--- src/rtl/emaxi_pkg.sv ---
// rtl/emaxi_pkg.sv - shared AXI burst/response encodings and read-responder state type
package emaxi_pkg;

    localparam logic [1:0] BURST_FIXED = 2'b00;
    localparam logic [1:0] BURST_INCR  = 2'b01;
    localparam logic [1:0] BURST_WRAP  = 2'b10;
    localparam logic [1:0] BURST_RSVD  = 2'b11;

    localparam logic [1:0] RESP_OKAY   = 2'b00;
    localparam logic [1:0] RESP_SLVERR = 2'b10;

    typedef enum logic [1:0] {
        IDLE,
        FETCH,
        WAIT,
        RESP
    } state_t;

endpackage

--- src/rtl/emaxi_burst_addr_gen.sv ---
// rtl/emaxi_burst_addr_gen.sv - combinational next-beat address for FIXED/INCR/WRAP bursts
module emaxi_burst_addr_gen
    import emaxi_pkg::*;
#(
    parameter int ADDR_W = 32
) (
    input  logic [ADDR_W-1:0] addr,
    input  logic [2:0]        size,
    input  logic [7:0]        len,
    input  logic [1:0]        burst,
    output logic [ADDR_W-1:0] next_addr
);

    localparam logic [ADDR_W-1:0] ONE = ADDR_W'(1);

    logic [ADDR_W-1:0] bytes;
    logic [ADDR_W-1:0] incr_addr;
    logic [ADDR_W-1:0] span_mask;

    // Wrap span is (len+1) beats of (1<<size) bytes; legal wrap lengths keep it a power of two.
    always_comb begin
        bytes     = ONE << size;
        incr_addr = addr + bytes;
        span_mask = (({{(ADDR_W-8){1'b0}}, len} + ONE) << size) - ONE;
        case (burst)
            BURST_FIXED: next_addr = addr;
            BURST_WRAP:  next_addr = (addr & ~span_mask) | (incr_addr & span_mask);
            default:     next_addr = incr_addr;
        endcase
    end

endmodule

--- src/rtl/emaxi_slave_read_responder.sv ---
// rtl/emaxi_slave_read_responder.sv - AXI4 read slave serving bursts from a 1-cycle-latency memory port
module emaxi_slave_read_responder
    import emaxi_pkg::*;
#(
    parameter int ADDR_W = 32,
    parameter int DATA_W = 64,
    parameter int ID_W   = 12
) (
    input  logic              clk,
    input  logic              rst,

    input  logic [ID_W-1:0]   s_axi_arid,
    input  logic [ADDR_W-1:0] s_axi_araddr,
    input  logic [7:0]        s_axi_arlen,
    input  logic [2:0]        s_axi_arsize,
    input  logic [1:0]        s_axi_arburst,
    input  logic              s_axi_arvalid,
    output logic              s_axi_arready,

    output logic [ID_W-1:0]   s_axi_rid,
    output logic [DATA_W-1:0] s_axi_rdata,
    output logic [1:0]        s_axi_rresp,
    output logic              s_axi_rlast,
    output logic              s_axi_rvalid,
    input  logic              s_axi_rready,

    output logic              mem_rd_en,
    output logic [ADDR_W-1:0] mem_rd_addr,
    input  logic [DATA_W-1:0] mem_rd_data
);

    localparam int SIZE_MAX = $clog2(DATA_W / 8);
    localparam logic [ADDR_W-1:0] ONE = ADDR_W'(1);

    state_t            state;
    logic [ADDR_W-1:0] addr_q;
    logic [7:0]        len_q;
    logic [2:0]        size_q;
    logic [1:0]        burst_q;
    logic [7:0]        beat_q;
    logic              err_q;

    logic [ADDR_W-1:0] next_addr;
    logic [ADDR_W-1:0] size_mask;
    logic              wrap_len_ok;
    logic              ar_err;

    assign s_axi_arready = (state == IDLE) & ~rst;

    // Classify the incoming request; an erroneous burst is answered without touching memory.
    always_comb begin
        size_mask   = (ONE << s_axi_arsize) - ONE;
        wrap_len_ok = (s_axi_arlen == 8'd1) || (s_axi_arlen == 8'd3) ||
                      (s_axi_arlen == 8'd7) || (s_axi_arlen == 8'd15);
        ar_err      = 1'b0;
        if (s_axi_arburst == BURST_RSVD) begin
            ar_err = 1'b1;
        end
        if (s_axi_arsize > 3'(SIZE_MAX)) begin
            ar_err = 1'b1;
        end
        if ((s_axi_arburst == BURST_WRAP) &&
            (!wrap_len_ok || ((s_axi_araddr & size_mask) != '0))) begin
            ar_err = 1'b1;
        end
    end

    emaxi_burst_addr_gen #(
        .ADDR_W (ADDR_W)
    ) u_addr_gen (
        .addr      (addr_q),
        .size      (size_q),
        .len       (len_q),
        .burst     (burst_q),
        .next_addr (next_addr)
    );

    // Burst sequencer: one memory read per OKAY beat, back-to-back SLVERR beats otherwise.
    always_ff @(posedge clk) begin
        if (rst) begin
            state        <= IDLE;
            addr_q       <= '0;
            len_q        <= '0;
            size_q       <= '0;
            burst_q      <= BURST_FIXED;
            beat_q       <= '0;
            err_q        <= 1'b0;
            s_axi_rid    <= '0;
            s_axi_rdata  <= '0;
            s_axi_rresp  <= RESP_OKAY;
            s_axi_rlast  <= 1'b0;
            s_axi_rvalid <= 1'b0;
            mem_rd_en    <= 1'b0;
            mem_rd_addr  <= '0;
        end else begin
            case (state)
                IDLE: begin
                    if (s_axi_arvalid) begin
                        addr_q    <= s_axi_araddr;
                        len_q     <= s_axi_arlen;
                        size_q    <= s_axi_arsize;
                        burst_q   <= s_axi_arburst;
                        beat_q    <= '0;
                        err_q     <= ar_err;
                        s_axi_rid <= s_axi_arid;
                        if (ar_err) begin
                            s_axi_rvalid <= 1'b1;
                            s_axi_rresp  <= RESP_SLVERR;
                            s_axi_rdata  <= '0;
                            s_axi_rlast  <= (s_axi_arlen == 8'd0);
                            state        <= RESP;
                        end else begin
                            mem_rd_en   <= 1'b1;
                            mem_rd_addr <= s_axi_araddr;
                            state       <= FETCH;
                        end
                    end
                end
                FETCH: begin
                    mem_rd_en <= 1'b0;
                    state     <= WAIT;
                end
                WAIT: begin
                    s_axi_rdata  <= mem_rd_data;
                    s_axi_rvalid <= 1'b1;
                    s_axi_rresp  <= RESP_OKAY;
                    s_axi_rlast  <= (beat_q == len_q);
                    state        <= RESP;
                end
                RESP: begin
                    if (s_axi_rready) begin
                        if (beat_q == len_q) begin
                            s_axi_rvalid <= 1'b0;
                            s_axi_rlast  <= 1'b0;
                            state        <= IDLE;
                        end else begin
                            beat_q <= beat_q + 8'd1;
                            addr_q <= next_addr;
                            if (err_q) begin
                                s_axi_rlast <= ((beat_q + 8'd1) == len_q);
                            end else begin
                                s_axi_rvalid <= 1'b0;
                                s_axi_rlast  <= 1'b0;
                                mem_rd_en    <= 1'b1;
                                mem_rd_addr  <= next_addr;
                                state        <= FETCH;
                            end
                        end
                    end
                end
                default: state <= IDLE;
            endcase
        end
    end

endmodule
--- config.mk ---
export PLATFORM = sky130hd
export DESIGN_NAME = emaxi_slave_read_responder
export DESIGN_NICKNAME = d
export VERILOG_FILES = /design/src/rtl/emaxi_pkg.sv /design/src/rtl/emaxi_burst_addr_gen.sv /design/src/rtl/emaxi_slave_read_responder.sv
export SDC_FILE = /design/constraint.sdc
export NUM_CORES = 1
export LEC_CHECK = 0
export BUFFER_PORTS_ARGS = -buffer_cell sky130_fd_sc_hd__buf_4
export CAP_MARGIN = 10
export CORE_ASPECT_RATIO = 0.75
export CORE_MARGIN = 2
export CORE_UTILIZATION = 44
export DETAILED_ROUTE_END_ITERATION = 10
export PLACE_DENSITY = 0.68
export SLEW_MARGIN = 20
export SYNTH_ARGS = -nofsm -noshare
export SYNTH_HDL_FRONTEND = slang
export SYNTH_SLANG_ARGS = --single-unit
--- constraint.sdc ---
create_clock -name clk -period 4.85 [get_ports clk]
set_input_delay 0.97 -clock clk [delete_from_list [all_inputs] [get_ports clk]]
set_output_delay 0.97 -clock clk [all_outputs]
set_load 0.02 [all_outputs]
==> flow_summary.ini <==
[outcome]
outcome = complete, no violations

[pwr]
p_per_area_mw_per_mm2 = 531
ir_drop_mv = 0.288
leakagePower_nw = 5.02

[placement]
place_congestion = 0.913
postPlaceCellArea_sq_mm = 0.0119
dpl.hpwl_um = 23900
io_buffer_count = 237
dp.cells = 1800

[logic_synthesis]
ys.warnings.count = 0
synth_adder_area_share = 0.0270
synth_area_leaders = dfxtp_1 34%, a21oi_1 9.2%, nand2_1 7.8%
synth.most_common_cell = nand2_1
ys_seq_area_frac = 0.336
synth_compound_area_frac = 0.242
synth_xor_area_frac = 0.0498
synth_top_family_by_area = simple AND/OR/NAND/NOR gates
synth_common_cells = 209 x nand2_1, 184 x a21oi_1, 168 x dfxtp_1
synth-edff-count = 0
syn-num-nets = 1499
synth-async-reset-ratio = 0
synth_area_sq_mm = 0.0100
synthSimpleGateAreaFrac = 0.272
synth_top_area_share = 0.336
syn_area_per_cell_sq_um = 7.41
ys_types = 93
postSynthRegisterBits = 168
synthFlopType = dfxtp_1
synth_cells = 1353
muxShareOfSynthArea = 0.0212
synth.largest_area_cell = dfxtp_1

[sta]
period_share = 0.828
min_period_ns = 4.01
final-setup-viol-count = 0
slew_violations = 0
rsz0062_at_grt = false
setup_tns_ns = 0
hold_violations = 0
slew_headroom = 0.286
fmax_ghz = 0.249
tightest_slew_ns = 1.07
fin_worst_skew_ns = 0.0200

[setup_path]
required_ns = 5.21
crit_top_cell = a21oi_1
critPathSlowestCell = nor3_1
cp-startpoint = size_q[0]
path_class = flop to flop
worstPathMaxFanout = 27
slowest_delay_ns = 0.57
worstPathArrival_ns = 4.37
cp-start-kind = flop
r2r-start = size_q[0]
cp-end-kind = flop
cp_cell_sequence = buf_4 > or2_0 > nor2_1 > ha_1 > fa_1 > a21o_1 > a21oi_1 > o21a_1 > nor3_1 > and2_1 > or4b_1 > a31oi_1 > nand2_1 > a21oi_1

[clock_tree]
cts-root-buf = clkbuf_16
clock_latency_ns = 0.45
cts_max_level = 4
cts_buffers = 17
cts_resized = 0
hold_buffers = 0
clkTransAtPathRegs_ns = 0.08
clock_path_buffers = 2
postCtsSetupBuffers = 0
cts.sinks = 168
cts_tree = done

[floorplan]
initial_utilization = 0.451
core_sq_mm = 0.0222
die-height_um = 135
num_io_pins = 239
num_rows = 47
dieArea_sq_mm = 0.0240
die_w_um = 178

[cells_and_area]
fill_cells = 2112
final_cell_area_sq_mm = 0.0126
area_growth_pct = 25.3
num_antenna_cells = 0
drive_above_1_share = 0.216
nets = 1671
final_cells = 1832

[global_routing]
grt_pass1_wl_um = 53100
grt_overflow = 0
grt_usage = 0.279
grt_max_degree = 100
grt_pass1_vias = 9879
antenna_found_initial = 0

[route]
ant_nets = 0
initialDrtViolationCount = 884
num_vias = 10700
drt_first_pass_iters = 5
drt-vias-per-instance = 5.81
drc = 0
wl_per_cell_um = 18.5
drt-total-wl_um = 33900

[job]
drv_cap = 0

[min_path]
min_from = s_axi_rdata[1]
hold_class = flop to flop
-- per-stage QoR --
stage                     hold WS, ns  power [W]  setup slack (ns)   util
after CTS                       0.453    0.00665             0.964  0.565
after detailed placement        0.445    0.00517             0.778  0.537
final                           0.452    0.00666             0.837  0.565
after global routing            0.468    0.00708             0.565  0.565
after floorplan                 0.440    0.00411              1.06      -
after global placement          0.439    0.00511             0.857  0.537
-- critical path: cells and delay by family (launching register included) --
family | cells | cell delay [ns]
and+or+nand+nor | 6 | 2.01
AOI/OAI and AO/OA | 5 | 0.95
adders and majority gates | 2 | 0.46
DFF | 1 | 0.30
buffers and inverters | 1 | 0.21
-- layer usage --
| metal | share of wire | track usage | vias up |
|---|---|---|---|
| met5 | 0 | 0 | - |
| met4 | 0.025 | 0.0858 | 0 |
| met3 | 0.095 | 0.0861 | 54 |
| met2 | 0.45 | 0.436 | 470 |
| met1 | 0.43 | 0.370 | 4967 |
| li1 | - | - | 5161 |
-- placed cells by master, fill, tap and decap left out, drive strengths merged, types with 5 or more instances in the layout --
master,instances
o21a,8
a211o,8
nand2,209
xor2,24
inv,28
xnor2,33
or3,8
clkbuf,18
and2,6
o211ai,9
and4,11
a31oi,19
buf,258
nor3b,8
o2111ai,5
nand2b,12
nor3,29
nand4b,5
o31ai,7
clkinv,5
nor2,108
a21boi,5
mux2i,13
nand4,15
mux2,7
nor4,14
and3,21
a21oi,186
dfxtp,168
ha,20
a211oi,12
nand3,99
a21o,12
o21ai,77
-- state kept, by name, indices dropped and copies added, names as in the netlist --
register and flops:
mem_rd_en 1, s_axi_rlast 1, s_axi_rvalid 1, err_q 1, state 2, s_axi_rresp 1, beat_q 8, s_axi_rid 12
s_axi_rdata 64, len_q 8, burst_q 2, mem_rd_addr 32, addr_q 32, size_q 3
-- area by class of cell --
cell class | count | area [sq um] | area share
Clock buffer | 18 | 439 | 0.0350
Inverter | 22 | 82.6 | 0.00658
Clock inverter | 14 | 183 | 0.0145
Tap cell | 294 | 368 | 0.0293
Sequential cell | 168 | 3360 | 0.268
Timing Repair Buffer | 258 | 1960 | 0.156
Multi-Input combinational cell | 1058 | 6160 | 0.490
-- report_power, final --
group / switching (W) / internal [W] / leakage [nW]
Clock: 0.000637 / 0.000841 / 0.312
Combinational: 0.00198 / 0.00115 / 3.33
Sequential: 0.000348 / 0.00171 / 1.37
-- cell families after synthesis --
family,after synthesis
XOR/XNOR,57
buffers and inverters,127
multiplexers,20
AND/OR/NAND/NOR,568
AO/OA/AOI/OAI,391
adder cells (fa/ha/maj),21
other,1
flip-flops,168
-- path summary, 6_finish.rpt --
kind                    end  cells after the start  slack [ns]
max              addr_q[26]                     14        0.84
min          s_axi_rdata[1]                      2        0.45
max reg2reg      addr_q[26]                     14        0.84
min reg2reg  s_axi_rdata[1]                      2        0.45
No activity file was read; power rests on OpenSTA's default activity.
